**config.mk**
```make
export PLATFORM = sky130hd
export DESIGN_NAME = load_hash_flat
export DESIGN_NICKNAME = d
export VERILOG_FILES = /design/src/rtl/load_hash_if.sv /design/src/rtl/load_hash.sv /design/src/flat_wrapper.sv
export SDC_FILE = /design/constraint.sdc
export NUM_CORES = 1
export LEC_CHECK = 0
export CORE_UTILIZATION = 30
export DETAILED_ROUTE_END_ITERATION = 12
export HOLD_SLACK_MARGIN = 0.08
export PLACE_DENSITY = 0.6
export SYNTH_ARGS = -nofsm -noshare
export SYNTH_HDL_FRONTEND = slang
export SYNTH_SLANG_ARGS = --single-unit
```
**constraint.sdc**
```tcl
create_clock -name clock -period 1.9 [get_ports clock]
set_clock_uncertainty 0.05 [all_clocks]
set_input_delay 0.19 -clock clock [delete_from_list [all_inputs] [get_ports clock]]
set_output_delay 0.19 -clock clock [all_outputs]
set_load 0.01 [all_outputs]
```
**src/rtl/load_hash_if.sv**
```systemverilog
// Bundles the load request, memory read port and assembled-hash outputs of load_hash.
// The master side drives enable and h_rdata; the slave side (load_hash) drives the rest.
interface load_hash_if #(
  parameter int HASH_LENGTH = 8
);
  localparam int ADDR_WIDTH = $clog2(HASH_LENGTH);

  logic                  enable;
  logic [31:0]           h_rdata;
  logic                  h_read;
  logic [ADDR_WIDTH-1:0] h_address;
  logic [255:0]          hash_vector;
  logic                  h_vector_complete;

  modport master (
    output enable,
    output h_rdata,
    input  h_read,
    input  h_address,
    input  hash_vector,
    input  h_vector_complete
  );

  modport slave (
    input  enable,
    input  h_rdata,
    output h_read,
    output h_address,
    output hash_vector,
    output h_vector_complete
  );
endinterface

```
**src/rtl/load_hash.sv**
```systemverilog
// Reads HASH_LENGTH 32-bit words from a one-cycle-latency memory and assembles them into a 256-bit hash.
// Optional build macro HASH_BYTE_SWAP_EN byte-reverses each captured word.
module load_hash #(
  parameter int HASH_LENGTH = 8
) (
  input logic       clock,
  input logic       reset,
  load_hash_if.slave bus
);
  localparam int ADDR_WIDTH = $clog2(HASH_LENGTH);
  localparam logic [ADDR_WIDTH-1:0] LAST_ADDR = ADDR_WIDTH'(HASH_LENGTH - 1);

  typedef enum logic [1:0] {IDLE, READ, DRAIN, DONE} state_t;

  state_t                state, state_next;
  logic                  h_read_q, h_read_next;
  logic [ADDR_WIDTH-1:0] h_address_q, h_address_next;
  logic                  complete_q, complete_next;
  logic [255:0]          hash_vector_q;
  logic                  rd_pending;
  logic [ADDR_WIDTH-1:0] rd_addr;
  logic [31:0]           captured_word;

  always_comb begin
`ifdef HASH_BYTE_SWAP_EN
    captured_word = {bus.h_rdata[7:0], bus.h_rdata[15:8], bus.h_rdata[23:16], bus.h_rdata[31:24]};
`else
    captured_word = bus.h_rdata;
`endif
  end

  // Dropping enable anywhere lands in IDLE because the defaults below describe IDLE.
  always_comb begin
    state_next     = IDLE;
    h_read_next    = 1'b0;
    h_address_next = '0;
    complete_next  = 1'b0;
    case (state)
      IDLE: begin
        if (bus.enable) begin
          state_next  = READ;
          h_read_next = 1'b1;
        end
      end
      READ: begin
        if (bus.enable) begin
          if (h_address_q == LAST_ADDR) begin
            state_next = DRAIN;
          end else begin
            state_next     = READ;
            h_read_next    = 1'b1;
            h_address_next = h_address_q + 1'b1;
          end
        end
      end
      DRAIN, DONE: begin
        if (bus.enable) begin
          state_next    = DONE;
          complete_next = 1'b1;
        end
      end
      default: state_next = IDLE;
    endcase
  end

  always_ff @(posedge clock or negedge reset) begin
    if (!reset) begin
      state       <= IDLE;
      h_read_q    <= 1'b0;
      h_address_q <= '0;
      complete_q  <= 1'b0;
    end else begin
      state       <= state_next;
      h_read_q    <= h_read_next;
      h_address_q <= h_address_next;
      complete_q  <= complete_next;
    end
  end

  // A read whose address cycle saw enable low is never captured, so an abort stops further writes.
  always_ff @(posedge clock or negedge reset) begin
    if (!reset) begin
      rd_pending    <= 1'b0;
      rd_addr       <= '0;
      hash_vector_q <= '0;
    end else begin
      rd_pending <= h_read_q && bus.enable;
      rd_addr    <= h_address_q;
      for (int k = 0; k < HASH_LENGTH; k++) begin
        if (rd_pending && (rd_addr == ADDR_WIDTH'(k))) begin
          hash_vector_q[k*32 +: 32] <= captured_word;
        end
      end
    end
  end

  assign bus.h_read            = h_read_q;
  assign bus.h_address         = h_address_q;
  assign bus.h_vector_complete = complete_q;
  assign bus.hash_vector       = hash_vector_q;
endmodule

```
**src/flat_wrapper.sv**
```systemverilog
// flat-port wrapper written by rule: the top's interface ports become plain ports
module load_hash_flat 
#(
  parameter int HASH_LENGTH = 8
)
  (clock, reset, bus_enable, bus_h_rdata, bus_h_read, bus_h_address, bus_hash_vector, bus_h_vector_complete);
  load_hash_if #(.HASH_LENGTH(HASH_LENGTH)) bus_i ();
  input logic clock;
  input logic reset;
  input wire logic [$bits(bus_i.enable)-1:0] bus_enable;
  input wire logic [$bits(bus_i.h_rdata)-1:0] bus_h_rdata;
  output wire logic [$bits(bus_i.h_read)-1:0] bus_h_read;
  output wire logic [$bits(bus_i.h_address)-1:0] bus_h_address;
  output wire logic [$bits(bus_i.hash_vector)-1:0] bus_hash_vector;
  output wire logic [$bits(bus_i.h_vector_complete)-1:0] bus_h_vector_complete;
  assign bus_i.enable = bus_enable;
  assign bus_i.h_rdata = bus_h_rdata;
  assign bus_h_read = bus_i.h_read;
  assign bus_h_address = bus_i.h_address;
  assign bus_hash_vector = bus_i.hash_vector;
  assign bus_h_vector_complete = bus_i.h_vector_complete;
  load_hash #(.HASH_LENGTH(HASH_LENGTH)) u_core (.clock(clock), .reset(reset), .bus(bus_i));
endmodule
```
==> results by group <==
Synth
  – Ys Warns: 0
  – Dominant synthesized flop cell: dfrtp_1
  – Post-Syn Nets: 614
  – FFs w/ async S/R, synth: 100.0%
  – Synthesized area: 9980 sq um
  – Avg Inst Size Synth: 17.30 sq um
  – Yosys top cell area share: 66.95%
  – EDFF count, synth: 0
  – Area contributors post-synth: dfrtp_1, mux2_2, mux2_1
  – Synth area leader: dfrtp_1
  – Sequential area share after synthesis: 66.95%
  – Yosys reg bits: 267
  – Synthesized instance count: 577
  – Post-synth cell types: 21

STA
  – Slew HR: 67.25%
  – Post-layout min period: 1790 ps
  – Final setup fails: 0
  – Fin crit share: 94.19%
  – Worst Tran Pin Value: 491.2 ps
  – Final Hold Viols: 0
  – Slew Viols, Final: 0
  – RSZ-0062 raised after global routing: no
  – Setup TNS: 0 ps
  – Upper clock frequency limit: 558.8 MHz
  – Final setup margin: 110.5 ps

Drt
  – Length of the first detailed-routing pass in iterations: 4
  – Final wirelength: 27000 um
  – Final ANT Viol Nets: 0
  – Vias: 6019
  – Drc violations: 0
  – Vias per cell: 4.413
  – Initial DRC Count: 164
  – WL per Instance: 19.80 um

Cells and area
  – Commonest non-fill, non-tap cells in the layout: clkdlybuf4s50_1, dfrtp_1, mux2_2, clkbuf_16, mux2_1
  – ANT cells: 0
  – Post-route insts no fill: 1364
  – Nets: 935
  – Layout area overhead: 46.83%
  – Most common cell after layout, fill and taps aside: clkdlybuf4s50_1
  – Multi-input gate area: 3103 sq um
  – Filler cells: 2963
  – FF/Latch Area: 6681 sq um
  – Share of layout cells above drive strength 1: 33.51%

Job
  – Max_cap viols: 0

Run status
  – Status: finished clean

Pwr
  – Peak supply drop: 0.8189 mV
  – Power Density: 1035 nW/um^2
  – Pleak: 6.251 nW

Critical path
  – CP endpoint kind: flop
  – Worst path required time: 2270 ps
  – Startpoint types: flop
  – Worst-path fanout max: 8
  – R2R Path End: u_core.bus.hash_vector[133]
  – R2r startpoint: u_core.rd_addr[2]
  – Setup crit end: u_core.bus.hash_vector[133]
  – R2R setup slack: 110 ps
  – Reg2reg path depth: 3
  – Crit path from: u_core.rd_addr[2]
  – Worst path arrival time: 2160 ps
  – Critical path type: reg -> reg

Clock tree
  – Root Buffer Master: clkbuf_16
  – Clk pin slew, worst setup/hold paths: 60 ps
  – Bufs on Longest Clock Path: 3
  – TritonCTS clock tree: built
  – Cts bufs inserted: 30
  – Clock sink count: 267
  – H-tree lvl count: 1
  – Buffer count from post-CTS setup fixing: 0
  – Clock Latency Late Sink: 540 ps

Global route
  – First-pass GRT wire length: 41390 um
  – Total Routing Usage GR: 16.11%
  – Initial antenna violation count: 0
  – Largest net degree at the start of global routing: 59
  – Vias in the first global route: 6475
  – GRT overflow: 0

Floorplanning
  – Core area: 32620 sq um
  – Std cell rows: 66
  – Die Height: 184.4 um
  – Starting Density: 30.59%
  – Chip width: 184.4 um
  – Io pins: 296
  – Die area: 34000 sq um

Place
  – Dpl hpwl: 18270 um
  – GP Congestion: 0.7271
  – Input/output buffers: 295
  – Dpl ws: 89.30 ps
  – Cells after DPL: 1307

Min path
  – Min-delay worst type: in -> async
## worst max-delay path, stage by stage, from the launching register on
cell and delay, ps:
dfrtp_1 540, nor4bb_4 460, buf_4 260, mux2_2 360
## worst min-delay path by stage
stage,startpoint,end,slack (ps),depth (start not counted)
final,reset,u_core.bus.hash_vector[130],130,2
after global routing,reset,u_core.bus.hash_vector[130],150,2
after CTS,reset,u_core.bus.hash_vector[130],130,2
after detailed placement,reset,u_core.bus.hash_vector[130],120,1
after global placement,reset,u_core.bus.hash_vector[226],120,1
after floorplan,reset,u_core.bus.h_address[0],-160,0
## sequential cells by signal, indices dropped and copies added (netlist names)
name                          flops
u_core.bus.hash_vector          256
u_core.rd_pending                 1
u_core.state                      2
u_core.bus.h_vector_complete      1
u_core.bus.h_read                 1
u_core.bus.h_address              3
u_core.rd_addr                    3
## synth_stat cells (2+ instances only)
cell	n
dfrtp_1	267
mux2_2	233
mux2_1	23
buf_2	18
buf_6	12
nand4b_1	3
nor4bb_1	3
and2_1	2
ha_1	2
inv_1	2
nor2_1	2
## final cells by class
cell class	count	area share, %
sequential	267	45.60
timing repair buffer	320	22.59
clock inverter	10	0.7173
tap	442	3.774
multi-input combinational	277	21.18
inverter	2	0.05123
clock buffer	46	6.088
## report_power, final
group	switching, mW	internal, mW	total, mW
combinational	1.10	1.64	2.73
sequential	0.331	6.34	6.68
clock	2.27	3.49	5.76
total	3.70	11.5	15.2
## metal layers
layer | GRT usage [%] | part of all wire (%) | wire length, um | vias to the layer above
met3 | 5.197 | 8.3 | 2230 | 35
met1 | 20.42 | 43 | 11500 | 3091
met2 | 26.55 | 47 | 12680 | 191
li1 | - | - | - | 2702
met4 | 3.833 | 2.2 | 590 | 0
met5 | 0 | 0 | 0 | -
## through the flow
stage | hold WS (ps) | total power, mW | util, % | instance area [sq um]
2_1_floorplan | -155.6 | 7.668 | - | 9980
3_3_place_gp | 118.4 | 9.518 | 41.83 | 13650
3_5_place_dp | 119.1 | 9.558 | 41.83 | 13650
4_1_cts | 129.4 | 15.43 | 44.92 | 14650
5_1_grt | 151.5 | 15.87 | 44.92 | 14650
6_report | 131.8 | 15.17 | 44.92 | 14650
## timing repair
action / in CTS / in global routing
endpoints found under the hold margin: 267 / 0
hold buffers: 1 / 0
gates resized for setup: 0 / 0
## cells by family (layout without fill, tap and decap cells)
group | count (synthesis) | count (layout) | synth area share [%]
buffers and inverters | 33 | 378 | 2.407
AO/OA/AOI/OAI | 2 | 2 | 0.1254
flip-flops | 267 | 267 | 66.95
AND/OR/NAND/NOR | 17 | 17 | 1.379
multiplexers | 256 | 256 | 28.89
adder cells (fa/ha/maj) | 2 | 2 | 0.2507
No activity file was read; power rests on OpenSTA's default activity.
